File: src/rtl/i2s_pkg.sv
// Shared I2S definitions used by both the receive and transmit paths.
package i2s_pkg;

    localparam int DEFAULT_DW = 24;

    localparam logic LEFT  = 1'b0;
    localparam logic RIGHT = 1'b1;

    typedef enum logic [1:0] {
        SYNC  = 2'd0,
        DELAY = 2'd1,
        SHIFT = 2'd2,
        HOLD  = 2'd3
    } i2s_state_e;

endpackage

File: src/rtl/sync_edge.sv
// Multi-flop synchroniser for one asynchronous input, plus a one-cycle
// delayed copy of the synchronised value for edge detection.
module sync_edge #(
    parameter int STAGES = 2
) (
    input  logic clk,
    input  logic reset,
    input  logic din,
    output logic sync_o,
    output logic dly_o
);

    logic [STAGES-1:0] sync_q;
    logic [STAGES-1:0] sync_d;
    logic              dly_q;
    logic              dly_d;

    always_comb begin
        sync_d = {sync_q[STAGES-2:0], din};
        dly_d  = sync_q[STAGES-1];
    end

    // NOTE: state registers use non-blocking assignments so every flop samples pre-edge values.
    always_ff @(posedge clk) begin
        if (reset) begin
            sync_q <= '0;
            dly_q  <= 1'b0;
        end else begin
            sync_q <= sync_d;
            dly_q  <= dly_d;
        end
    end

    assign sync_o = sync_q[STAGES-1];
    assign dly_o  = dly_q;

endmodule

File: src/rtl/i2s_rx.sv
// Stereo I2S receiver: oversamples bclk/lrclk/sdin on clk, deserialises
// MSB-first words and presents a left/right pair with a one-cycle ena strobe.
module i2s_rx
    import i2s_pkg::*;
#(
    parameter int DW          = DEFAULT_DW,
    parameter int SYNC_STAGES = 2
) (
    input  logic                 clk,
    input  logic                 reset,
    input  logic                 bclk,
    input  logic                 lrclk,
    input  logic                 sdin,
    output logic signed [DW-1:0] l_data,
    output logic signed [DW-1:0] r_data,
    output logic                 ena,
    output logic                 frame_err
);

    localparam int CW = $clog2(DW);

    logic bclk_s, bclk_dly;
    logic lr_s, lr_dly;
    logic sdin_s, sdin_dly_unused;

    sync_edge #(.STAGES(SYNC_STAGES)) u_sync_bclk (
        .clk(clk), .reset(reset), .din(bclk), .sync_o(bclk_s), .dly_o(bclk_dly)
    );
    sync_edge #(.STAGES(SYNC_STAGES)) u_sync_lrclk (
        .clk(clk), .reset(reset), .din(lrclk), .sync_o(lr_s), .dly_o(lr_dly)
    );
    sync_edge #(.STAGES(SYNC_STAGES)) u_sync_sdin (
        .clk(clk), .reset(reset), .din(sdin), .sync_o(sdin_s), .dly_o(sdin_dly_unused)
    );

    i2s_state_e    state_q, state_d;
    logic [CW-1:0] cnt_q, cnt_d;
    logic [DW-1:0] shift_q, shift_d;
    logic          ch_q, ch_d;
    logic          lr_chg_q, lr_chg_d;
    logic          done_q, done_d;
    logic          done_ch_q, done_ch_d;
    logic          done_short_q, done_short_d;
    logic [DW-1:0] l_hold_q, l_hold_d;
    logic          have_left_q, have_left_d;
    logic [DW-1:0] l_data_q, l_data_d;
    logic [DW-1:0] r_data_q, r_data_d;
    logic          ena_q, ena_d;
    logic          frame_err_q, frame_err_d;

    logic          bclk_rise;
    logic          lr_edge;
    logic          boundary;
    logic [DW-1:0] word;
    logic [CW-1:0] fill;

    // An lrclk change is remembered until the next bclk rise, which is where it counts.
    assign bclk_rise = bclk_s & ~bclk_dly;
    assign lr_edge   = lr_s ^ lr_dly;
    assign boundary  = bclk_rise & (lr_chg_q | lr_edge);
    assign word      = {shift_q[DW-2:0], sdin_s};
    assign fill      = CW'(DW - 1) - cnt_q;

    // NOTE: every variable gets a default first so no path through the block infers a latch.
    always_comb begin
        state_d      = state_q;
        cnt_d        = cnt_q;
        shift_d      = shift_q;
        ch_d         = ch_q;
        done_d       = 1'b0;
        done_ch_d    = done_ch_q;
        done_short_d = 1'b0;
        lr_chg_d     = bclk_rise ? 1'b0 : (lr_chg_q | lr_edge);

        unique case (state_q)
            SYNC: begin
                if (boundary && lr_s == LEFT) begin
                    state_d = DELAY;
                    ch_d    = LEFT;
                    cnt_d   = '0;
                end
            end
            DELAY: begin
                if (bclk_rise) begin
                    shift_d = {{(DW-1){1'b0}}, sdin_s};
                    cnt_d   = CW'(1);
                    state_d = SHIFT;
                end
            end
            SHIFT: begin
                if (bclk_rise) begin
                    shift_d = word;
                    cnt_d   = cnt_q + CW'(1);
                    if (cnt_q == CW'(DW - 1)) begin
                        done_d    = 1'b1;
                        done_ch_d = ch_q;
                        state_d   = boundary ? DELAY : HOLD;
                    end else if (boundary) begin
                        // Short word: the bit at the boundary is its LSB; left-justify.
                        shift_d      = word << fill;
                        done_d       = 1'b1;
                        done_short_d = 1'b1;
                        done_ch_d    = ch_q;
                        state_d      = DELAY;
                    end
                    if (boundary) begin
                        ch_d  = lr_s;
                        cnt_d = '0;
                    end
                end
            end
            HOLD: begin
                if (boundary) begin
                    state_d = DELAY;
                    ch_d    = lr_s;
                    cnt_d   = '0;
                end
            end
            default: state_d = SYNC;
        endcase
    end

    // Commit stage: shift_q stays stable for several clk cycles after done_q.
    always_comb begin
        l_hold_d    = l_hold_q;
        have_left_d = have_left_q;
        l_data_d    = l_data_q;
        r_data_d    = r_data_q;
        ena_d       = 1'b0;
        frame_err_d = 1'b0;

        if (done_q) begin
            if (done_ch_q == LEFT) begin
                l_hold_d    = shift_q;
                have_left_d = 1'b1;
                frame_err_d = done_short_q;
            end else if (have_left_q) begin
                l_data_d    = l_hold_q;
                r_data_d    = shift_q;
                ena_d       = 1'b1;
                frame_err_d = done_short_q;
            end
        end
    end

    always_ff @(posedge clk) begin
        if (reset) begin
            state_q      <= SYNC;
            cnt_q        <= '0;
            shift_q      <= '0;
            ch_q         <= LEFT;
            lr_chg_q     <= 1'b0;
            done_q       <= 1'b0;
            done_ch_q    <= LEFT;
            done_short_q <= 1'b0;
            l_hold_q     <= '0;
            have_left_q  <= 1'b0;
            l_data_q     <= '0;
            r_data_q     <= '0;
            ena_q        <= 1'b0;
            frame_err_q  <= 1'b0;
        end else begin
            state_q      <= state_d;
            cnt_q        <= cnt_d;
            shift_q      <= shift_d;
            ch_q         <= ch_d;
            lr_chg_q     <= lr_chg_d;
            done_q       <= done_d;
            done_ch_q    <= done_ch_d;
            done_short_q <= done_short_d;
            l_hold_q     <= l_hold_d;
            have_left_q  <= have_left_d;
            l_data_q     <= l_data_d;
            r_data_q     <= r_data_d;
            ena_q        <= ena_d;
            frame_err_q  <= frame_err_d;
        end
    end

    assign l_data    = l_data_q;
    assign r_data    = r_data_q;
    assign ena       = ena_q;
    assign frame_err = frame_err_q;

endmodule

File: config.mk
export PLATFORM = sky130hd
export DESIGN_NAME = i2s_rx
export DESIGN_NICKNAME = d
export VERILOG_FILES = /design/src/rtl/i2s_pkg.sv /design/src/rtl/sync_edge.sv /design/src/rtl/i2s_rx.sv
export SDC_FILE = /design/constraint.sdc
export NUM_CORES = 1
export LEC_CHECK = 0
export ABC_AREA = 1
export CORE_MARGIN = 2
export CORE_UTILIZATION = 45
export DETAILED_ROUTE_END_ITERATION = 16
export GPL_TIMING_DRIVEN = 1
export PLACE_DENSITY = 0.65
export RECOVER_POWER = 50
export SKIP_LAST_GASP = 1
export SLEW_MARGIN = 20
export SYNTH_ARGS = -nofsm -noshare
export SYNTH_HDL_FRONTEND = slang
export SYNTH_SLANG_ARGS = --single-unit
File: constraint.sdc
create_clock -name clk -period 2.2 [get_ports clk]
set_input_delay 0.33 -clock clk [delete_from_list [all_inputs] [get_ports clk]]
set_output_delay 0.33 -clock clk [all_outputs]
set_load 0.1 [all_outputs]
==> flow_summary.json, run 1 <==
{
  "synth-xor-area-share": 0.00153,
  "power.density_nw_per_um2": 864,
  "crit_fanout": 15,
  "end_kind": "flip-flop",
  "layout-drive-gt1-share": 0.127,
  "cp.required_ps": 2560,
  "synth_mux_area_frac": 0,
  "tritoncts": "yes",
  "worstPathArrival_ps": 2310,
  "finalSetupTns_ps": 0,
  "tightestPinTransition_ps": 1160,
  "outcome": "finished, final reports clean",
  "highest_layer": "met4",
  "wl_met3_um": 762,
  "synth_top_family_by_area": "simple AND/OR/NAND/NOR gates",
  "core-area_um2": 12500,
  "fin_crit_sh": 0.890,
  "grt_pass1_wl_um": 25700,
  "finalHoldWorstSlack_ps": 400,
  "swShare": 0.253,
  "rsz0062_at_grt": "false",
  "antenna_cells": 0,
  "postLayoutCellArea_um2": 6820,
  "total_power_w": 0.00589,
  "start_util": 0.458,
  "start_kind": "flip-flop",
  "dpl.cell_count": 1039,
  "clk_pin_slew_ps": 50,
  "drc": 0,
  "max-vdd-ir-drop_mv": 0.418,
  "die_h_um": 117,
  "ctsResizeCount": 0,
  "hold_buffers": 0,
  "cts.sinks": 119,
  "report.final.slew_viol_count": 0,
  "pwr-share-clk": 0.489,
  "synth.distinct_cells": 32,
  "syn_area_per_cell_um2": 6.80,
  "die-area_um2": 13700,
  "first_pass_iters": 6,
  "syn2layout_area_growth_pct": 18.9,
  "syn-cell-area_um2": 5740,
  "layout_commonest_cell": "nand2_1",
  "ioPinCount": 55,
  "synth_compound_area_frac": 0.167,
  "hold_path.class": "reg -> reg",
  "postRouteAntennaNets": 0,
  "relSlewSlack": 0.230,
  "fmax_ghz": 0.511,
  "wl_met2_um": 7250,
  "grt_pass1_vias": 4951,
  "cts_buffers": 17,
  "wl_um": 16100,
  "clockBufferDepth": 2,
  "post-cts-setup-buffers": 0,
  "dpl_cell_area_um2": 6330,
  "syn-num-nets": 857,
  "drtIter0Drc": 434,
  "synth_top_area_frac": 0.415,
  "p_int_w": 0.00440,
  "ys_seq_area_frac": 0.415,
  "clk_latency_ps": 410,
  "synthAdderAreaFrac": 0.0174,
  "critical_path_class": "reg -> reg",
  "p_leak_nw": 2.95,
  "port_buffers": 54,
  "antenna_found_initial": 0,
  "cts-root-buf": "clkbuf_16",
  "max-cap-violations": 0,
  "combPwrFrac": 0.132,
  "wl_met1_um": 7770,
  "place.gp.congestion": 0.938,
  "drt-vias-per-instance": 5.15,
  "stdcell_count": 1069,
  "pwr-share-seq": 0.379,
  "vias": 5510,
  "overflow": 0,
  "synth_warnings": 0,
  "synth_area_leader_cell": "dfxtp_1",
  "final_cell_mix": "nand2_1, nand3_1, dfxtp_1, o21ai_0, inv_1",
  "p_switching_w": 0.00149,
  "setup_violations": 0,
  "synthTopCellsByArea": "dfxtp_1, nand3_1, nand2_1, o21ai_0, a21oi_1",
  "yosys_register_bits": 119,
  "h-tree-depth": 4,
  "wire_per_inst_um": 15.0,
  "synth_cells": 844,
  "synthSimpleGateAreaFrac": 0.298,
  "grt_max_degree": 40,
  "dp_hpwl_um": 11800,
  "period_minus_slack_ps": 1960,
  "nNetsFinal": 899,
  "fp.dieW_um": 117,
  "fp-row-count": 41,
  "grt_use_total": 0.246,
  "hold_violations": 0,
  "fin_skew_ps": 4.60
}
stage by stage:
step | utilization | setup WS (ps)
floorplan | - | 187
global placement | 0.506 | 379
detailed placement | 0.506 | 286
CTS | 0.556 | 268
global route | 0.545 | 53.5
finish | 0.545 | 242
cell type report:
cell class              count  area, um^2
inverters                  90         342
flip-flops and latches    119        2380
well taps                 172         215
multi-input cells         583        2790
clock inverters             8         146
clock buffers              22         474
repair buffers             75         477
fillers                  1285        5700
registers in the layout, indices dropped and copies added, names as in the netlist:
signal and cells:
cnt_q 5, l_hold_q 24, shift_q 24, r_data 24
frame_err 1, u_sync_lrclk.sync_q 2, u_sync_lrclk.dly_o 1, l_data 24
state_q 2, u_sync_bclk.sync_q 2, u_sync_sdin.sync_q 2, u_sync_bclk.dly_o 1
ch_q 1, done_ch_q 1, have_left_q 1, ena 1
lr_chg_q 1, done_short_q 1, done_q 1
worst max-delay path, stage by stage, from the launching register on:
cell,delay [ps]
dfxtp_1,350
inv_1,150
ha_1,280
inv_1,170
nor2_4,210
inv_2,90
nor2_4,310
inv_2,100
a21oi_1,130
nand2_1,70
nand2_1,50
synth_stat cells (all sizes together):
| cell type | n |
|---|---|
| a211oi | 2 |
| a21boi | 1 |
| a21oi | 72 |
| buf | 22 |
| clkbuf | 30 |
| clkinv | 2 |
| dfxtp | 119 |
| ha | 8 |
| inv | 88 |
| nand2 | 169 |
| nand3 | 134 |
| nand4 | 4 |
| nor2 | 76 |
| nor3 | 5 |
| nor4 | 1 |
| o211ai | 5 |
| o21a | 3 |
| o21ai | 102 |
| xor2 | 1 |
kinds of logic (layout without fill, tap and decap cells):
group | after synthesis | count (layout)
and+or+nand+nor | 389 | 389
xor gates and xnor gates | 1 | 1
buffers and inverters | 142 | 195
AOI/OAI and AO/OA | 185 | 185
DFF | 119 | 119
adders and majority gates | 8 | 8
metal layers:
metal / GRT usage / up-vias
li1: - / 2858
met1: 0.338 / 2485
met2: 0.377 / 147
met3: 0.0597 / 20
met5: 0 / -
met4: 0.0894 / 0
final timing paths:
check | cells past startpoint | slack, ps | from | to
worst max-delay path | 10 | 240 | state_q[0]$_SDFFE_PP0P_ | shift_q[22]$_SDFFE_PP0P_
worst max register to register | 10 | 240 | state_q[0]$_SDFFE_PP0P_ | shift_q[22]$_SDFFE_PP0P_
worst min register to register | 2 | 400 | u_sync_lrclk.sync_q[0]$_SDFF_PP0_ | u_sync_lrclk.sync_q[1]$_SDFF_PP0_
worst min-delay path | 2 | 400 | u_sync_lrclk.sync_q[0]$_SDFF_PP0_ | u_sync_lrclk.sync_q[1]$_SDFF_PP0_
power groups by stage:
stage               sequential (W)  clock, W  combinational, W
finish                     0.00223   0.00288          0.000775
global route               0.00223   0.00303          0.000880
CTS                        0.00223   0.00293          0.000773
floorplan                  0.00227         0          0.000607
global placement           0.00228         0          0.000769
detailed placement         0.00228         0          0.000769
(Power assumes the default switching activity.)
==> run 2: changes to the inputs <==
--- a/config.mk
+++ b/config.mk
@@ -7,10 +7,10 @@
 export LEC_CHECK = 0
 export ABC_AREA = 1
 export CORE_MARGIN = 2
-export CORE_UTILIZATION = 45
+export CORE_UTILIZATION = 55
 export DETAILED_ROUTE_END_ITERATION = 16
 export GPL_TIMING_DRIVEN = 1
-export PLACE_DENSITY = 0.65
+export PLACE_DENSITY = 0.77
 export RECOVER_POWER = 50
 export SKIP_LAST_GASP = 1
 export SLEW_MARGIN = 20
==> constraint.sdc (replaced) <==
create_clock -name clk -period 1.9 [get_ports clk]
set_input_delay 0.285 -clock clk [delete_from_list [all_inputs] [get_ports clk]]
set_output_delay 0.285 -clock clk [all_outputs]
set_load 0.1 [all_outputs]
==> flow_summary.json, run 2 (synthesized netlist as in run 1, its figures left out) <==
{
  "clockBufferDepth": 2,
  "holdPathStages": 3,
  "rsz0062_at_grt": "true",
  "dpl.cell_count": 1003,
  "cts.sinks": 119,
  "combPwrFrac": 0.143,
  "die_h_um": 106,
  "wl_um": 15900,
  "r2r_slack_ps": 110,
  "syn2layout_area_growth_pct": 19.6,
  "end_kind": "flip-flop",
  "p_int_w": 0.00475,
  "top_usage_layer": "met2",
  "drt-vias-per-instance": 5.54,
  "place.gp.congestion": 0.948,
  "drtIter0Drc": 432,
  "grt_max_degree": 98,
  "layout_commonest_cell": "nand2_1",
  "hold_buffers": 0,
  "fp.dieW_um": 106,
  "fp-row-count": 37,
  "p_switching_w": 0.00186,
  "power.density_nw_per_um2": 962,
  "max-cap-violations": 0,
  "gr-usage-met1": 0.378,
  "max-vdd-ir-drop_mv": 0.587,
  "crit_fanout": 14,
  "fmax_ghz": 0.558,
  "post-cts-setup-buffers": 0,
  "nNetsFinal": 899,
  "grt_pass1_wl_um": 25700,
  "ioPinCount": 55,
  "cp.required_ps": 2300,
  "vias": 5734,
  "start_util": 0.561,
  "drc": 0,
  "layout-drive-gt1-share": 0.138,
  "finalSetupTns_ps": 0,
  "grt_pass1_vias": 5227,
  "first_pass_iters": 6,
  "clk_pin_slew_ps": 60,
  "fin_skew_ps": 8.05,
  "wire_per_inst_um": 15.4,
  "p_leak_nw": 2.96,
  "report.final.slew_viol_count": 0,
  "period_minus_slack_ps": 1790,
  "r2r_cells": 11,
  "swShare": 0.281,
  "pwr-share-clk": 0.466,
  "setup_violations": 0,
  "hold_path.class": "in -> reg",
  "antenna_cells": 0,
  "hold_violations": 0,
  "core-area_um2": 10200,
  "final_cell_mix": "nand2_1, nand3_1, dfxtp_1, o21ai_0, inv_1",
  "dp_hpwl_um": 10700,
  "start_kind": "flip-flop",
  "grt_use_total": 0.289,
  "ctsResizeCount": 0,
  "h-tree-depth": 4,
  "pwr-share-seq": 0.391,
  "clk_latency_ps": 520,
  "postRouteAntennaNets": 0,
  "critical_path_class": "reg -> reg",
  "fin_crit_sh": 0.944,
  "cts_buffers": 17,
  "worstPathArrival_ps": 2190,
  "antenna_found_initial": 0,
  "overflow": 0,
  "tritoncts": "yes",
  "use_met3": 0.0638,
  "stdcell_count": 1035,
  "total_power_w": 0.00660,
  "port_buffers": 54,
  "met2_usage": 0.464,
  "relSlewSlack": 0.432,
  "outcome": "finished, final reports clean",
  "die-area_um2": 11300,
  "tightestPinTransition_ps": 851,
  "cts-root-buf": "clkbuf_8"
}
## run 2: cell types whose count changed in the layout (fill, tap and decap cells not counted), moves of 2 or more
| cell | previous run | this run |
|---|---|---|
| buf_4 | 16 | 64 |
| bufinv_16 | 4 | 2 |
| clkbuf_1 | 5 | 1 |
| clkbuf_2 | 49 | 2 |
| clkinvlp_4 | 1 | 6 |
| inv_1 | 82 | 80 |
| inv_6 | 0 | 2 |
## run 2: final timing paths
kind,to,start
min reg2reg,u_sync_lrclk.sync_q[1]$_SDFF_PP0_,u_sync_lrclk.sync_q[0]$_SDFF_PP0_
min,u_sync_sdin.sync_q[0]$_SDFF_PP0_,sdin
max,shift_q[16]$_SDFFE_PP0P_,cnt_q[1]$_SDFFE_PP0P_
max reg2reg,shift_q[16]$_SDFFE_PP0P_,cnt_q[1]$_SDFFE_PP0P_
## run 2: routing by layer
layer,share of wire,vias to the layer above
met3,0.074,31
met1,0.43,2609
met2,0.47,241
met4,0.026,0
li1,-,2853
met5,0,-
## run 2: cell type report
cell class / count / area, um^2
sequential: 119 / 2380
inverter: 90 / 345
fill: 895 / 3370
multi-input combinational: 583 / 2790
clock buffer: 18 / 428
timing repair buffer: 75 / 602
tap: 136 / 170
clock inverter: 14 / 150
## run 2: power groups by stage
stage	registers (W)	logic (W)	clock network, W
finish	0.00258	0.000943	0.00308
global route	0.00258	0.00106	0.00324
CTS	0.00258	0.000923	0.00311
detailed placement	0.00263	0.000917	0
global placement	0.00263	0.000897	0
floorplan	0.00262	0.000703	0
## run 2: critical path, cell delays in order (launching register included)
cell and delay, ps:
dfxtp_1 330, buf_4 220, buf_4 240, nand3_1 160, nand3_1 120, nand2_1 50, nand2_1 60, nand3_1 130
nand3_1 170, nand2_1 70, nand2_1 60, nand2_1 60
## run 2: through the flow
stage / worst slack [ps] / util / hold slack (ps) / cell area [um^2]
after floorplan: 7.50 / - / 388 / 5740
after global placement: 81.1 / 0.616 / 389 / 6300
after detailed placement: 78.0 / 0.616 / 394 / 6300
after CTS: 57.4 / 0.673 / 260 / 6880
after global routing: -36.2 / 0.671 / 264 / 6870
final: 107 / 0.671 / 274 / 6870
==> run 3: changes to the inputs <==
--- a/config.mk
+++ b/config.mk
@@ -5,14 +5,12 @@
 export SDC_FILE = /design/constraint.sdc
 export NUM_CORES = 1
 export LEC_CHECK = 0
-export ABC_AREA = 1
 export CORE_MARGIN = 2
 export CORE_UTILIZATION = 55
 export DETAILED_ROUTE_END_ITERATION = 16
 export GPL_TIMING_DRIVEN = 1
 export PLACE_DENSITY = 0.77
 export RECOVER_POWER = 50
-export SKIP_LAST_GASP = 1
 export SLEW_MARGIN = 20
 export SYNTH_ARGS = -nofsm -noshare
 export SYNTH_HDL_FRONTEND = slang
==> flow_summary.json, run 3 <==
{
  "clockBufferDepth": 2,
  "tritoncts": "yes",
  "grt_max_degree": 83,
  "drc": 0,
  "clk_latency_ps": 520,
  "place.gp.congestion": 0.981,
  "ys_seq_area_frac": 0.405,
  "worst-path-buf-inv": 1,
  "report.final.slew_viol_count": 83,
  "syn2layout_area_growth_pct": 30.1,
  "cpPeakStageDelay_ps": 470,
  "syn_area_per_cell_um2": 8.26,
  "period_minus_slack_ps": 1920,
  "crit_fanout": 3,
  "synthTopCellsByCount": "nand2_1, dfxtp_1, a21oi_1, clkbuf_1, nor2_1",
  "wl_um": 20100,
  "power.density_nw_per_um2": 870,
  "dpl_worst_slack_ps": -75.9,
  "synth_warnings": 0,
  "grt_pass1_wl_um": 30500,
  "total_power_w": 0.00666,
  "synth_top_area_frac": 0.405,
  "wire_per_inst_um": 20.7,
  "first_pass_iters": 5,
  "core-area_um2": 10400,
  "failed_checks": "capacitance limit, slew limit, setup timing",
  "h-tree-depth": 4,
  "port_buffers": 54,
  "yosys_register_bits": 119,
  "layout_commonest_cell": "nand2_1",
  "async_reset_ff_frac": 0,
  "hold_path.class": "in -> reg",
  "hold_buffers": 0,
  "synthFlopType": "dfxtp_1",
  "ioPinCount": 55,
  "dpl_cell_area_um2": 6950,
  "final_cell_mix": "nand2_1, dfxtp_1, buf_4, a21oi_1, clkbuf_2",
  "layout-drive-gt1-share": 0.287,
  "crit_slowest_cell": "mux4_2",
  "worstPathArrival_ps": 2320,
  "syn-cell-area_um2": 5880,
  "hold_violations": 0,
  "relSlewSlack": -0.0919,
  "fin_crit_sh": 1.01,
  "cp.required_ps": 2290,
  "nFillCells": 752,
  "critical_path_class": "reg -> reg",
  "antenna_cells": 0,
  "path_delay_family": "multiplexers",
  "cts.sinks": 119,
  "start_util": 0.567,
  "fmax_ghz": 0.520,
  "synth_edf_count": 0,
  "grt_use_total": 0.347,
  "max-vdd-ir-drop_mv": 0.918,
  "antenna_found_initial": 0,
  "outcome": "finished, violations left",
  "synth_cells": 712,
  "cts-root-buf": "clkbuf_8",
  "overflow": 0,
  "synthTopCellsByArea": "dfxtp_1, nand2_1, a21oi_1, mux4_2, mux2i_1",
  "wl_met2_um": 9790,
  "rsz0062_at_grt": "true",
  "crit_chain": "buf_4, mux2_4, mux4_2, nor2b_4, a2111oi_4, a22oi_1",
  "vias": 5926,
  "highest_layer": "met4",
  "synth.distinct_cells": 63,
  "setup_violations": 3,
  "fin_skew_ps": 5.74,
  "cts_buffers": 17,
  "drtIter0Drc": 835,
  "drt-vias-per-instance": 6.11,
  "nNetsFinal": 834,
  "max-cap-violations": 1,
  "dp_hpwl_um": 13300,
  "p_leak_nw": 2.89,
  "grt_pass1_vias": 5679,
  "wl_met3_um": 1400,
  "die-area_um2": 11500,
  "syn-num-nets": 725,
  "clk_pin_slew_ps": 60,
  "end_kind": "flip-flop",
  "fp-row-count": 37,
  "setup_slack_ps": -23.2,
  "yosysMostFrequentCell": "nand2_1",
  "synth_area_leader_cell": "dfxtp_1",
  "postLayoutCellArea_um2": 7650,
  "fp.dieW_um": 107,
  "die_h_um": 107,
  "postRouteAntennaNets": 0,
  "tightestPinTransition_ps": 1640,
  "wl_met1_um": 8270,
  "start_kind": "flip-flop"
}
## run 3: cell count changes in the layout (fill, tap and decap cells not counted), moves of 11 or more
cell / change
nand2_1: +15
mux2_2: +13
o21ai_0: -69
a21oi_1: +19
nand2b_1: +11
clkbuf_2: +40
buf_4: +29
mux2_4: +11
nor2_1: -46
nand3_1: -123
mux2i_1: +19
inv_1: -76
a22oi_1: +11
nor2b_1: +15
## run 3: path summary, 6_finish.rpt
kind,start,to,slack [ps],cells after the start
max,cnt_q[2]$_SDFFE_PP0P_,shift_q[18]$_SDFFE_PP0P_,-20,6
min,reset,shift_q[16]$_SDFFE_PP0P_,190,4
max reg2reg,cnt_q[2]$_SDFFE_PP0P_,shift_q[18]$_SDFFE_PP0P_,-20,6
min reg2reg,u_sync_sdin.sync_q[0]$_SDFF_PP0_,u_sync_sdin.sync_q[1]$_SDFF_PP0_,440,1
## run 3: power breakdown
group | leakage, nW | switching [W] | internal, W
Combinational | 1.63 | 0.000480 | 0.000354
Clock | 0.295 | 0.00120 | 0.00208
Sequential | 0.963 | 0.0000277 | 0.00252
Total | 2.89 | 0.00171 | 0.00495
## run 3: final cells by class
cell class              instances  area, um^2  share of cell area
multi-input cells             528        3320               0.434
inverters                       5        18.8             0.00245
clock buffers                  19         442              0.0577
flip-flops and latches        119        2390               0.313
clock inverters                13         168              0.0219
repair buffers                150        1130               0.148
well taps                     136         170              0.0222
## run 3: repair_timing
action	in CTS	in global routing
pin swaps	0	4
gates cloned	0	2
resized for setup	10	24
setup endpoints to repair	10	18
buffers inserted	1	3
## run 3: worst reg2reg max path, stage by stage (launching register included)
cell,delay [ps]
dfxtp_4,360
buf_4,150
mux2_4,300
mux4_2,470
nor2b_4,150
a2111oi_4,250
a22oi_1,120
## run 3: per-layer routing
layer  global-route usage  vias to the layer above
met5                    0                        -
met4                0.138                        0
met1                0.441                     2840
li1                     -                     2720
met2                0.586                      303
met3               0.0623                       63
## run 3: metrics by stage
step | utilization | instances | hold slack (ps) | setup TNS, ps
after CTS | 0.733 | 965 | 143 | -9.79
after global routing | 0.738 | 970 | 197 | -217
final | 0.738 | 970 | 189 | -39.5
after floorplan | - | 712 | 407 | -11.0
after global placement | 0.670 | 932 | 423 | -200
after detailed placement | 0.670 | 932 | 432 | -410
## run 3: kinds of logic (layout without fill, tap and decap cells)
| kind of cell | Yosys count | after routing | synth area share |
|---|---|---|---|
| AOI/OAI and AO/OA | 186 | 186 | 0.200 |
| xor gates and xnor gates | 1 | 1 | 0.00277 |
| adders and majority gates | 8 | 8 | 0.0170 |
| buffers and inverters | 65 | 187 | 0.0483 |
| DFF | 119 | 119 | 0.405 |
| muxes | 53 | 53 | 0.118 |
| and+or+nand+nor | 280 | 280 | 0.209 |
